$ cat src/rtl/nes_pkg.sv
// Shared constants and FSM state type for the multi-pad NES controller reader.
package nes_pkg;
  localparam int NES_BTN_W = 8;

  localparam int BTN_A      = 0;
  localparam int BTN_B      = 1;
  localparam int BTN_SELECT = 2;
  localparam int BTN_START  = 3;
  localparam int BTN_UP     = 4;
  localparam int BTN_DOWN   = 5;
  localparam int BTN_LEFT   = 6;
  localparam int BTN_RIGHT  = 7;

  typedef enum logic [2:0] {
    IDLE,
    LATCH,
    CLK_LO,
    CLK_HI,
    DONE
  } nes_state_e;
endpackage

$ cat src/rtl/nes_pad_shift.sv
// Per-pad datapath: input synchroniser, serial capture, optional debounce and press detect.
// Debounce history exists only when NES_DEBOUNCE_EN is defined.
module nes_pad_shift
  import nes_pkg::*;
(
  input  logic                 clk,
  input  logic                 srst,
  input  logic                 data_n_i,
  input  logic                 sample_i,
  input  logic                 publish_i,
  output logic [NES_BTN_W-1:0] buttons_o,
  output logic [NES_BTN_W-1:0] pressed_o
);
  logic                 sync1_q, sync2_q;
  logic [NES_BTN_W-1:0] sr_q, btn_q, evt_q, btn_d;

`ifdef NES_DEBOUNCE_EN
  logic [NES_BTN_W-1:0] hist_q, stable;

  // A bit only moves when two consecutive raw frames agree on it.
  assign stable = ~(sr_q ^ hist_q);
  assign btn_d  = (stable & sr_q) | (~stable & btn_q);

  always_ff @(posedge clk) begin
    if (srst) begin
      hist_q <= '0;
    end else if (publish_i) begin
      hist_q <= sr_q;
    end
  end
`else
  assign btn_d = sr_q;
`endif

  always_ff @(posedge clk) begin
    if (srst) begin
      sync1_q <= 1'b0;
      sync2_q <= 1'b0;
      sr_q    <= '0;
      btn_q   <= '0;
      evt_q   <= '0;
    end else begin
      sync1_q <= data_n_i;
      sync2_q <= sync1_q;
      // Button A arrives first, so after eight shifts it sits in bit 0.
      if (sample_i) begin
        sr_q <= {~sync2_q, sr_q[BTN_RIGHT:BTN_A+1]};
      end
      if (publish_i) begin
        btn_q <= btn_d;
      end
      evt_q <= publish_i ? (btn_d & ~btn_q) : '0;
    end
  end

  assign buttons_o = btn_q;
  assign pressed_o = evt_q;
endmodule

$ cat src/rtl/nes_multi_reader.sv
// Polls NUM_PADS NES controllers over a shared latch/clock and publishes one frame per poll.
// Optional NES_DEBOUNCE_EN requires a button value to persist for two polls.
module nes_multi_reader
  import nes_pkg::*;
#(
  parameter int NUM_PADS = 2,
  parameter int HALF_DIV = 300,
  parameter int POLL_DIV = 833333
) (
  input  logic                          clock_50mhz,
  input  logic                          reset,
  input  logic [NUM_PADS-1:0]           nes_data,
  input  logic                          poll_req,
  output logic                          clklatch,
  output logic                          clkout,
  output logic [NES_BTN_W*NUM_PADS-1:0] buttons,
  output logic [NES_BTN_W*NUM_PADS-1:0] pressed_evt,
  output logic                          frame_valid,
  output logic                          busy
);
  localparam int POLL_W = $clog2(POLL_DIV);
  localparam int HC_W   = $clog2(2 * HALF_DIV);

  nes_state_e        state_q, state_d;
  logic [POLL_W-1:0] poll_q, poll_d;
  logic [HC_W-1:0]   hcnt_q, hcnt_d;
  logic [2:0]        bit_q, bit_d;
  logic              poll_tick, half_last, sample, publish;

  assign poll_tick = (poll_q == POLL_W'(POLL_DIV - 1));
  assign poll_d    = poll_tick ? '0 : poll_q + 1'b1;
  assign half_last = (hcnt_q == HC_W'(HALF_DIV - 1));

  always_comb begin
    state_d = state_q;
    hcnt_d  = hcnt_q;
    bit_d   = bit_q;
    sample  = 1'b0;
    publish = 1'b0;
    case (state_q)
      IDLE: begin
        // Requests arriving while busy are dropped, not queued.
        if (poll_tick || poll_req) begin
          state_d = LATCH;
          hcnt_d  = '0;
        end
      end
      LATCH: begin
        if (hcnt_q == HC_W'(2 * HALF_DIV - 1)) begin
          state_d = CLK_LO;
          hcnt_d  = '0;
          bit_d   = '0;
        end else begin
          hcnt_d = hcnt_q + 1'b1;
        end
      end
      CLK_LO: begin
        if (half_last) begin
          sample  = 1'b1;
          state_d = CLK_HI;
          hcnt_d  = '0;
        end else begin
          hcnt_d = hcnt_q + 1'b1;
        end
      end
      CLK_HI: begin
        if (half_last) begin
          hcnt_d = '0;
          bit_d  = bit_q + 1'b1;
          if (bit_q == 3'd7) begin
            // Registers load on this edge so the new frame is visible during DONE.
            state_d = DONE;
            publish = 1'b1;
          end else begin
            state_d = CLK_LO;
          end
        end else begin
          hcnt_d = hcnt_q + 1'b1;
        end
      end
      DONE:    state_d = IDLE;
      default: state_d = IDLE;
    endcase
  end

  always_ff @(posedge clock_50mhz) begin
    if (reset) begin
      state_q <= IDLE;
      poll_q  <= '0;
      hcnt_q  <= '0;
      bit_q   <= '0;
    end else begin
      state_q <= state_d;
      poll_q  <= poll_d;
      hcnt_q  <= hcnt_d;
      bit_q   <= bit_d;
    end
  end

  assign clklatch    = (state_q == LATCH);
  assign clkout      = (state_q == CLK_HI);
  assign frame_valid = (state_q == DONE);
  assign busy        = (state_q != IDLE);

  for (genvar gi = 0; gi < NUM_PADS; gi++) begin : g_pad
    nes_pad_shift u_pad (
      .clk       (clock_50mhz),
      .srst      (reset),
      .data_n_i  (nes_data[gi]),
      .sample_i  (sample),
      .publish_i (publish),
      .buttons_o (buttons[NES_BTN_W*gi +: NES_BTN_W]),
      .pressed_o (pressed_evt[NES_BTN_W*gi +: NES_BTN_W])
    );
  end
endmodule

$ cat config.mk
export PLATFORM = sky130hd
export DESIGN_NAME = nes_multi_reader
export DESIGN_NICKNAME = d
export VERILOG_FILES = /design/src/rtl/nes_pkg.sv /design/src/rtl/nes_pad_shift.sv /design/src/rtl/nes_multi_reader.sv
export SDC_FILE = /design/constraint.sdc
export NUM_CORES = 1
export LEC_CHECK = 0
export BUFFER_PORTS_ARGS = -buffer_cell sky130_fd_sc_hd__clkbuf_2
export CAP_MARGIN = 20
export CORE_UTILIZATION = 35
export CTS_CLUSTER_SIZE = 24
export DETAILED_ROUTE_END_ITERATION = 10
export PLACE_DENSITY = 0.57
export REMOVE_ABC_BUFFERS = 1
export SLEW_MARGIN = 20
export SYNTH_ARGS = -nofsm -noshare
export SYNTH_HDL_FRONTEND = slang
export SYNTH_SLANG_ARGS = --single-unit
$ cat constraint.sdc
create_clock -name clock_50mhz -period 4.95 [get_ports clock_50mhz]
set_clock_uncertainty 0.05 [all_clocks]
set_input_delay 0.2475 -clock clock_50mhz [delete_from_list [all_inputs] [get_ports clock_50mhz]]
set_output_delay 0.2475 -clock clock_50mhz [all_outputs]
set_load 0.03 [all_outputs]
==> results of run 1 <==
-- cells in the final DEF (no fill, tap or decap), drive strengths merged, types with 3 or more instances in the layout --
| cell | n |
|---|---|
| nor3 | 6 |
| nand3 | 11 |
| a21oi | 24 |
| nor2b | 5 |
| nand3b | 4 |
| a22oi | 3 |
| xor2 | 14 |
| clkbuf | 49 |
| or3 | 4 |
| nand4 | 8 |
| clkinv | 3 |
| nor2 | 50 |
| nand2 | 92 |
| or2 | 3 |
| nor4 | 3 |
| o21ai | 6 |
| a31oi | 6 |
| nand2b | 4 |
| ha | 5 |
| xnor2 | 7 |
| dfxtp | 88 |
| inv | 15 |
-- power groups by stage --
| stage | sequential (mW) | combinational (mW) | clock, mW |
|---|---|---|---|
| 2_1_floorplan | 0.735 | 0.0252 | 0 |
| 3_3_place_gp | 0.737 | 0.0392 | 0 |
| 3_5_place_dp | 0.737 | 0.0394 | 0 |
| 4_1_cts | 0.720 | 0.0398 | 0.506 |
| 5_1_grt | 0.722 | 0.0449 | 0.542 |
| 6_report | 0.720 | 0.0392 | 0.488 |
-- cell type report --
| cell class | instances | share of cell area [%] |
|---|---|---|
| Clock buffer | 9 | 3.15 |
| Multi-Input combinational cell | 283 | 39.7 |
| Sequential cell | 88 | 44.7 |
| Tap cell | 129 | 4.10 |
| Clock inverter | 7 | 1.91 |
| Timing Repair Buffer | 41 | 5.27 |
| Inverter | 12 | 1.14 |
-- cell usage after synthesis (all sizes together) (3+ instances only) --
library cell	count	area (um2)
a21oi	24	120
a22oi	3	22.5
a31oi	6	37.5
buf	8	58.8
clkbuf	8	30.0
dfxtp	88	1760
ha	5	62.6
inv	12	45.0
nand2	92	345
nand2b	4	25.0
nand3	11	55.1
nand3b	4	30.0
nand4	8	50.1
nor2	50	188
nor2b	5	31.3
nor3	6	35.0
nor4	3	33.8
o21ai	6	30.0
or2	3	18.8
or3	4	25.0
xnor2	7	61.3
xor2	14	123
-- logic make-up after synthesis --
logic type      share of synthesized area (%)
flops                                    51.1
mux                                     0.290
fa+ha+maj                                1.81
simple gates                             29.1
buf+inv                                  3.88
compound gates                           8.46
xor+xnor                                 5.34
-- worst max path at each step --
stage / start / endpoint / slack [ns] / cells after the start
global placement: hcnt_q[0] / hcnt_q[5] / 2.55 / 6
global route: state_q[1] / g_pad[1].u_pad.pressed_o[1] / 2.45 / 5
detailed placement: hcnt_q[0] / hcnt_q[5] / 2.51 / 6
finish: hcnt_q[0] / hcnt_q[1] / 2.68 / 6
floorplan: hcnt_q[0] / hcnt_q[5] / 2.92 / 6
CTS: hcnt_q[0] / hcnt_q[6] / 2.49 / 6
-- metal layers --
layer	part of all wire, %	up-vias	track usage [%]
li1	-	1406	-
met1	51	1193	17.9
met5	0	-	0
met2	43	48	21.2
met3	4.1	10	4.14
met4	1.5	0	5.02
-- state kept, by name, indices dropped and copies added (netlist names) --
signal,flops
bit_q,3
state_q,3
g_pad.u_pad.sync2_q,2
hcnt_q,10
g_pad.u_pad.pressed_o,16
g_pad.u_pad.btn_d,16
g_pad.u_pad.buttons_o,16
poll_q,20
g_pad.u_pad.sync1_q,2
-- stage by stage --
| stage | hold slack, ns | cells |
|---|---|---|
| CTS | 0.0331 | 569 |
| detailed placement | 0.373 | 553 |
| finish | 0.0454 | 569 |
| global route | 0.0445 | 569 |
| global placement | 0.372 | 553 |
| floorplan | 0.267 | 383 |
==> summary.md, run 1 <==
| Metric | Value |
|---|---|
| Power per cell area | `317 nW/um2` |
| Core area | `9370 um2` |
| Multi-input logic area | `1560 um2` |
| Hold WC Path Type | `in2reg` |
| Mean Syn Cell Area | `8.64 um2` |
| Post-cts hold buffer count | `0` |
| Initial Util | `36.8%` |
| Critical path class | `reg2reg` |
| Tcrit/Tclk final | `45.9%` |
| Critical path's top delay family | `simple AND/OR/NAND/NOR gates` |
| Die X | `101 um` |
| VDD IR max | `0.000116 V` |
| Placer Congestion | `0.818` |
| Antenna violations before repair | `0` |
| CTS sink cnt | `88` |
| Most used DFF post-synth | `dfxtp_1` |
| Largest net degree at the start of global routing | `34` |
| Max_slew headroom | `42.5%` |
| Pleak | `1.59 nW` |
| Asr flop ratio synth | `0%` |
| H-tree depth | `3` |
| CP arrival | `2.46 ns` |
| Final Hold Viols | `0` |
| Worst-margin pin slew | `0.859 ns` |
| Sw power | `0.322 mW` |
| Total Nets Final | `445` |
| Die area | `10200 um2` |
| Placement Rows | `35` |
| Total Routing Usage GR | `13.7%` |
| Io pins | `41` |
| FF-to-FF End | `hcnt_q[1]` |
| Crit Path Max Fanout | `6` |
| Fmax | `440 MHz` |
| Buf/Inv on CP | `0` |
| Status | `completed` |
| CTS resizes | `0` |
| Combinational power share | `3.1%` |
| WHS Endpoint | `g_pad[1].u_pad.sync1_q` |
| Number of cells on the worst hold path | `2` |
| Drt drc | `0` |
| Share of cells above drive strength 1 | `15.7%` |
| Critical Path Start Type | `register` |
| Antenna Nets Post-Route | `0` |
| Syn Inst Count | `399` |
| Clk slew on worst S/H paths | `0.10 ns` |
| Pre-CTS setup slack | `2.51 ns` |
| Power Internal | `0.925 mW` |
| First-pass detailed-route iteration total | `4` |
| Area Growth Syn to Fin | `14.2%` |
| Switching Share | `25.8%` |
| Worst setup margin | `2.68 ns` |
| Clock share of power | `39.1%` |
| Number of buffers created by CTS | `9` |
| Clock Tree Root | `clkbuf_8` |
| Worst setup EP type | `register` |
| DR iter-0 viols | `107` |
| Setup TNS | `0 ns` |
| Number of synthesis warnings | `0` |
| Layout Cell Area excl Fill | `3940 um2` |
| Diode count | `0` |
| Detailed Route WL | `6.36 mm` |
| Post-CTS Setup Inserts | `0` |
| CP peak stage delay | `0.67 ns` |
| Worst R2R Setup Slack | `2.68 ns` |
| Reg-to-reg startpoint | `hcnt_q[0]` |
| Crit-path cells | `ha_1 > nand2_1 > nor4_1 > o32ai_1 > a22oi_1 > nor2_1` |
| Crit-path slowest cell | `nor4_1` |
| Vias | `2657` |
| Post-synth EDFFs | `0` |
| DP Wirelength | `4.32 mm` |
| Sequential Power Share | `57.7%` |
| Placed cell area | `3730 um2` |
| Min-Delay Startpoint | `nes_data[1]` |
| Vias in the first global route | `2358` |
| PortBufs | `40` |
| Die height | `101 um` |
| Worst EP required | `5.14 ns` |
| Sequential cell area | `1760 um2` |
| CTS tree | `done` |
| Max Cap Viol | `0` |
| First-pass GRT wire length | `10.9 mm` |
| Total Power | `1.25 mW` |
| Post-synthesis sequential area ratio | `51.1%` |
| Avg WL per Cell | `11.2 um` |
| Synthesized area | `3450 um2` |
| Routed vias/inst | `4.67` |
| Seq cells post-synth | `88` |
| RSZ-0062 raised after global routing | `false` |
| Worst reg2reg path depth | `6` |
| Longest Clk Path Bufs | `2` |
| Fin util | `42.0%` |
| Synth unique cells | `48` |
| Final setup vio count | `0` |
| Fillers | `957` |
| Grt ovf | `0` |
| Final Max Tran Viols | `0` |
| Minimum clock period | `2.27 ns` |
| Clock Latency Late Sink | `0.37 ns` |
(Power assumes the default switching activity.)
==> run 2, diff against run 1 <==
Settings changed: PLACE_DENSITY 0.57 to 0.58.
Clock period 4.95 ns to 2.03 ns, I/O delays scaled along.
==> run 2 against run 1 <==
Compared with the run above: worst hold slack better by 0.027 ns; fmax up 17%; critical path depth down 1; worst setup slack worse by 2.6 ns; power up 140%; count of clock-buffer cells in the layout up 1; final cell count up 4.6%; first-iteration DRC count down 3.7%; register-to-register slack worse by 2.6 ns; wire length up 2.0%; largest cell class unchanged; largest power group unchanged.
==> summary.md, run 2 (synthesis results as in run 1) <==
| Metric | Value |
|---|---|
| Crit-path slowest cell | `or4_4` |
| Max Cap Viol | `0 (unchanged)` |
| Pre-CTS setup slack | `0.0288 ns (-2.48 ns)` |
| Worst setup margin | `0.0846 ns (-2.60 ns)` |
| Worst EP required | `2.21 ns (-2.93 ns)` |
| Total Nets Final | `471 (+5.8%)` |
| First-pass detailed-route iteration total | `4 (unchanged)` |
| Setup TNS | `0 ns (unchanged)` |
| Minimum clock period | `1.95 ns (-0.325 ns)` |
| Post-CTS Setup Inserts | `0 (unchanged)` |
| Tcrit/Tclk final | `95.8% (+50 points)` |
| Fin util | `44.3% (+2.3 points)` |
| Critical Path Start Type | `register` |
| Drt drc | `0 (unchanged)` |
| Pleak | `1.72 nW (+8.6%)` |
| Number of buffers created by CTS | `9 (unchanged)` |
| Vias in the first global route | `2488 (+5.5%)` |
| Power per cell area | `724 nW/um2 (+130%)` |
| Biggest register | `poll_q` |
| Initial Util | `36.8% (unchanged)` |
| Placement Rows | `35 (unchanged)` |
| Grt ovf | `0 (unchanged)` |
| Routed vias/inst | `4.64 (-0.55%)` |
| CTS tree | `done` |
| Total Routing Usage GR | `13.7% (+0.055 points)` |
| Placer Congestion | `0.815 (-0.44%)` |
| Final Max Tran Viols | `0 (unchanged)` |
| Critical path class | `reg2reg` |
| Largest register FFs | `20 (unchanged)` |
| Multi-input logic area | `1590 um2 (+1.5%)` |
| Final setup vio count | `0 (unchanged)` |
| DR iter-0 viols | `103 (-3.7%)` |
| Total Power | `3.00 mW (+140%)` |
| Detailed Route WL | `6.49 mm (+2.0%)` |
| Placed cell count | `577 (+4.3%)` |
| CTS sink cnt | `88 (unchanged)` |
| Hold WC Path Type | `in2reg` |
| Clock Latency Late Sink | `0.35 ns (-0.02 ns)` |
| Die X | `101 um (unchanged)` |
| DP Wirelength | `4.57 mm (+5.6%)` |
| Largest net degree at the start of global routing | `23 (-32%)` |
| Commonest non-fill, non-tap cell in the layout | `nand2_1` |
| Clk slew on worst S/H paths | `0.09 ns (about the same)` |
| Vias | `2763 (+4.0%)` |
| Clock Tree Root | `clkbuf_8` |
| Antenna violations before repair | `0 (unchanged)` |
| Finished Layout Cells | `595 (+4.6%)` |
| Diode count | `0 (unchanged)` |
| Worst setup EP type | `register` |
| Fmax | `514 MHz (+17%)` |
| PortBufs | `40 (unchanged)` |
| Longest Clk Path Bufs | `2 (unchanged)` |
| Share of cells above drive strength 1 | `20.4% (+4.7 points)` |
| First-pass GRT wire length | `11.2 mm (+2.4%)` |
| Critical path's top delay family | `simple AND/OR/NAND/NOR gates` |
| Core area | `9370 um2 (unchanged)` |
| CP arrival | `2.13 ns (-0.33 ns)` |
| H-tree depth | `3 (unchanged)` |
| Die area | `10200 um2 (unchanged)` |
| VDD IR max | `0.000378 V (+230%)` |
| Die height | `101 um (unchanged)` |
| Status | `completed` |
| Fillers | `947 (-1.0%)` |
| Buf/Inv on CP | `0 (unchanged)` |
| Crit-path cells | `ha_2 > nand2b_1 > or4_4 > a21oi_1 > nor2_1` |
| Io pins | `41 (unchanged)` |
| Max_slew headroom | `64.4% (+22 points)` |
| Sequential cell area | `1760 um2 (unchanged)` |
| CP peak stage delay | `0.69 ns (+0.02 ns)` |
| Worst-margin pin slew | `0.533 ns (-0.326 ns)` |
| Area Growth Syn to Fin | `20.4%` |
| Avg WL per Cell | `10.9 um (-2.4%)` |
| Final Hold Viols | `0 (unchanged)` |
| Crit Path Max Fanout | `18 (+12)` |
| Commonest non-fill, non-tap cells in the layout | `92 x nand2_1, 88 x dfxtp_1, 50 x nor2_1, 40 x clkbuf_2, 25 x buf_4` |
| Antenna Nets Post-Route | `0 (unchanged)` |
[run 2: cell types whose count changed in the layout (fill, tap and decap cells not counted), sizes merged]
| cell | previous run | this run |
|---|---|---|
| clkbuf | 49 | 50 |
| buf | 1 | 25 |
| clkinvlp | 1 | 2 |
| clkinv | 3 | 1 |
| dlygate4sd3 | 0 | 2 |
[run 2: metal layers]
metal | global-route usage (%) | vias to the layer above | wire [um]
met5 | 0 | - | 0
met4 | 5.02 | 0 | 65
met3 | 4.49 | 5 | 271
met2 | 20.7 | 50 | 2810
met1 | 18.3 | 1255 | 3350
li1 | - | 1453 | -
[run 2: power breakdown]
group	internal [mW]	switching [mW]	leakage [nW]
Clock	0.494	0.641	0.0899
Sequential	1.74	0.0104	0.711
Combinational	0.0462	0.0740	0.924
Total	2.28	0.726	1.72
[run 2: cell type report]
class | count | area share [%]
timing repair buffer | 67 | 9.83
clock buffer | 10 | 3.32
inverter | 12 | 1.09
multi-input combinational | 283 | 38.2
tap | 129 | 3.89
clock inverter | 6 | 1.21
sequential | 88 | 42.4
[run 2: worst reg2reg max path, delay by kind of cell, from the launching register on]
kind / cells / cell delay, ns
compound gates: 1 / 0.19
fa+ha+maj: 1 / 0.26
flops: 1 / 0.40
simple gates: 3 / 0.94
[run 2: path summary, 6_finish.rpt]
path / from / end / slack (ns) / depth (start not counted)
max: hcnt_q[1] / g_pad[0].u_pad.btn_d[7] / 0.08 / 5
min reg2reg: g_pad[1].u_pad.buttons_o[3] / g_pad[1].u_pad.pressed_o[3] / 0.38 / 1
max reg2reg: hcnt_q[1] / g_pad[0].u_pad.btn_d[7] / 0.08 / 5
min: reset / bit_q[1] / 0.07 / 2
[run 2: repair_timing]
| action | 4_1_cts | 5_1_grt |
|---|---|---|
| resized for setup | 0 | 6 |
| endpoints found under the setup margin | 0 | 34 |
| hold endpoints to repair | 2 | 0 |
| hold buffers | 2 | 0 |
[run 2: per-stage QoR]
step | instance area [um2] | hold WS (ns)
after floorplan | 3360 | 0.121
after global placement | 3910 | 0.266
after detailed placement | 3910 | 0.269
after CTS | 4120 | 0.0573
after global routing | 4150 | 0.0609
final | 4150 | 0.0720
==> run 3, diff against run 2 <==
Settings changed: SETUP_SLACK_MARGIN set to 0.3.
==> run 3 against run 2 <==
Compared with the run above: power increased by 1.6%; die area unchanged; largest power group unchanged; sequential share of layout area decreased by 5.1 points; register-to-register slack about the same; worst hold slack improved by 0.059 ns; global-route usage increased by 1.9 points.
==> summary.md, run 3 (synthesis results as in run 1) <==
| Metric | Value |
|---|---|
| Final setup vio count | `0 (unchanged)` |
| Worst EP required | `2.24 ns (+0.03 ns)` |
| Critical path's top delay family | `simple AND/OR/NAND/NOR gates` |
| CP arrival | `2.14 ns (about the same)` |
| Area Growth Syn to Fin | `37.6%` |
| Final Max Tran Viols | `0 (unchanged)` |
| Combinational power share | `5.0% (+1.0 points)` |
| First-pass detailed-route iteration total | `5 (+1)` |
| Die X | `101 um (unchanged)` |
| Setup TNS | `0 ns (unchanged)` |
| Core area | `9370 um2 (unchanged)` |
| Initial Util | `36.8% (unchanged)` |
| Share of cells above drive strength 1 | `38.8% (+18 points)` |
| Commonest non-fill, non-tap cells in the layout | `79 x dfxtp_1, 58 x nand2_1, 40 x nor2_1, 39 x clkbuf_2, 20 x buf_4` |
| Pleak | `2.09 nW (+21%)` |
| Clock Tree Root | `clkbuf_8` |
| Sequential Power Share | `57.4% (-0.8 points)` |
| Placement Rows | `35 (unchanged)` |
| FF-to-FF End | `g_pad[0].u_pad.buttons_o[6]` |
| Pre-CTS setup slack | `0.0288 ns (unchanged)` |
| Tcrit/Tclk final | `95.2% (-0.68 points)` |
| Die height | `101 um (unchanged)` |
| Critical path class | `reg2reg` |
| Diode count | `0 (unchanged)` |
| Reg-to-reg startpoint | `hcnt_q[6]` |
| Power Internal | `2.30 mW (+0.85%)` |
| Placed cell area | `3910 um2 (unchanged)` |
| Number of buffers created by CTS | `9 (unchanged)` |
| DP Wirelength | `4.57 mm (unchanged)` |
| Worst R2R Setup Slack | `0.1 ns (about the same)` |
| Layout Cell Area excl Fill | `4740 um2 (+14%)` |
| CP peak stage delay | `0.60 ns (-0.09 ns)` |
| Status | `completed` |
| Hold WC Path Type | `in2reg` |
| RSZ-0062 raised after global routing | `true` |
| Vias in the first global route | `2684 (+7.9%)` |
| Placer Congestion | `0.815 (unchanged)` |
| Switching Share | `24.7% (+0.54 points)` |
| Die area | `10200 um2 (unchanged)` |
| Placed cell count | `577 (unchanged)` |
| Total Nets Final | `485 (+3.0%)` |
| Power per cell area | `643 nW/um2 (-11%)` |
| Longest Clk Path Bufs | `2 (unchanged)` |
| Crit Path Max Fanout | `8 (-10)` |
| Worst-margin pin slew | `0.379 ns (-0.154 ns)` |
| CTS tree | `done` |
| Final Hold Viols | `0 (unchanged)` |
| Clock share of power | `37.5% (-0.3 points)` |
| H-tree depth | `3 (unchanged)` |
| CTS sink cnt | `88 (unchanged)` |
| Finished Layout Cells | `609 (+2.4%)` |
| Clk slew on worst S/H paths | `0.10 ns (about the same)` |
| Sw power | `0.754 mW (+3.8%)` |
| WHS Endpoint | `bit_q[2]` |
| Clock Latency Late Sink | `0.35 ns (about the same)` |
| Commonest non-fill, non-tap cell in the layout | `dfxtp_1` |
| Fmax | `518 MHz (+0.71%)` |
| Buf/Inv on CP | `3 (+3)` |
| DR iter-0 viols | `109 (+5.8%)` |
| Total Routing Usage GR | `15.6% (+1.9 points)` |
| Drt drc | `0 (unchanged)` |
| Max_slew headroom | `74.7% (+10 points)` |
| Crit-path cells | `or4b_4 > buf_6 > nor3_4 > buf_6 > a31oi_4 > buf_8 > nand2_2 > nand2_1` |
| Antenna Nets Post-Route | `0 (unchanged)` |
| Routed vias/inst | `4.85 (+4.5%)` |
| Largest register FFs | `20 (unchanged)` |
| Grt ovf | `0 (unchanged)` |
| Avg WL per Cell | `12.7 um (+17%)` |
| Biggest register | `poll_q` |
| Cell seen most often among critical-path stages | `buf_6` |
| Antenna violations before repair | `0 (unchanged)` |
| Crit-path slowest cell | `or4b_4` |
| Detailed Route WL | `7.75 mm (+19%)` |
| Io pins | `41 (unchanged)` |
| Number of cells on the worst hold path | `2 (unchanged)` |
| Fin util | `50.6% (+6.3 points)` |
| Min-Delay Startpoint | `reset` |
| Max Cap Viol | `0 (unchanged)` |
| Worst reg2reg path depth | `8 (+3)` |
| Minimum clock period | `1.93 ns (-0.0137 ns)` |
| Worst setup margin | `0.0983 ns (+0.0137 ns)` |
| Fillers | `884 (-6.7%)` |
| Largest net degree at the start of global routing | `23 (unchanged)` |
| First-pass GRT wire length | `12.6 mm (+12%)` |
| Worst setup EP type | `register` |
| VDD IR max | `0.000376 V (-0.55%)` |
| Critical Path Start Type | `register` |
| PortBufs | `40 (unchanged)` |
| Vias | `2955 (+6.9%)` |
-- run 3: cell types whose count changed in the layout (fill, tap and decap cells not counted), sizes merged --
cell and delta:
or2 +1, or4 +2, buf +11
-- run 3: worst max path at each step --
stage	startpoint	endpoint	slack (ns)	depth (start not counted)
6_report	hcnt_q[6]	g_pad[0].u_pad.buttons_o[6]	0.1	8
5_1_grt	hcnt_q[6]	g_pad[1].u_pad.buttons_o[2]	0.04	8
4_1_cts	hcnt_q[6]	hcnt_q[2]	0.14	6
3_5_place_dp	poll_q[6]	hcnt_q[3]	0.03	5
3_3_place_gp	poll_q[6]	hcnt_q[2]	0.08	5
2_1_floorplan	hcnt_q[0]	hcnt_q[5]	-0.004	6
-- run 3: power groups by stage --
| stage | clock, mW | combinational [mW] | sequential, mW |
|---|---|---|---|
| floorplan | 0 | 0.0615 | 1.79 |
| global placement | 0 | 0.116 | 1.79 |
| detailed placement | 0 | 0.117 | 1.79 |
| CTS | 1.17 | 0.141 | 1.75 |
| global route | 1.25 | 0.169 | 1.76 |
| finish | 1.15 | 0.154 | 1.75 |
-- run 3: cell type report --
type                       count  area, um2  share of cell area (%)
clock buffer                  10        138                    2.90
multi-input combinational    286       1980                    41.7
tap                          129        161                    3.40
timing repair buffer          78        597                    12.6
sequential                    88       1770                    37.4
clock inverter                 6       50.0                    1.05
inverter                      12       47.5                    1.00
-- run 3: timing repair --
action / 4_1_cts / 5_1_grt
hold buffers: 2 / 0
buffers inserted: 4 / 3
endpoints found under the hold margin: 2 / 0
setup endpoints to repair: 84 / 86
gates resized for setup: 60 / 89
pin swaps: 40 / 36
gates cloned: 5 / 2
-- run 3: metal layers --
metal	GRT usage, %	wire, um	up-vias	part of all wire (%)
met2	25.3	3600	75	46
met5	0	0	-	0
met1	19.5	3620	1373	47
met3	4.69	385	14	5.0
met4	5.91	146	0	1.9
li1	-	-	1493	-
-- run 3: stage by stage --
step	hold slack (ns)	power, mW
finish	0.131	3.05
floorplan	0.121	1.85
detailed placement	0.269	1.91
global placement	0.266	1.91
CTS	0.0833	3.06
global route	0.131	3.18
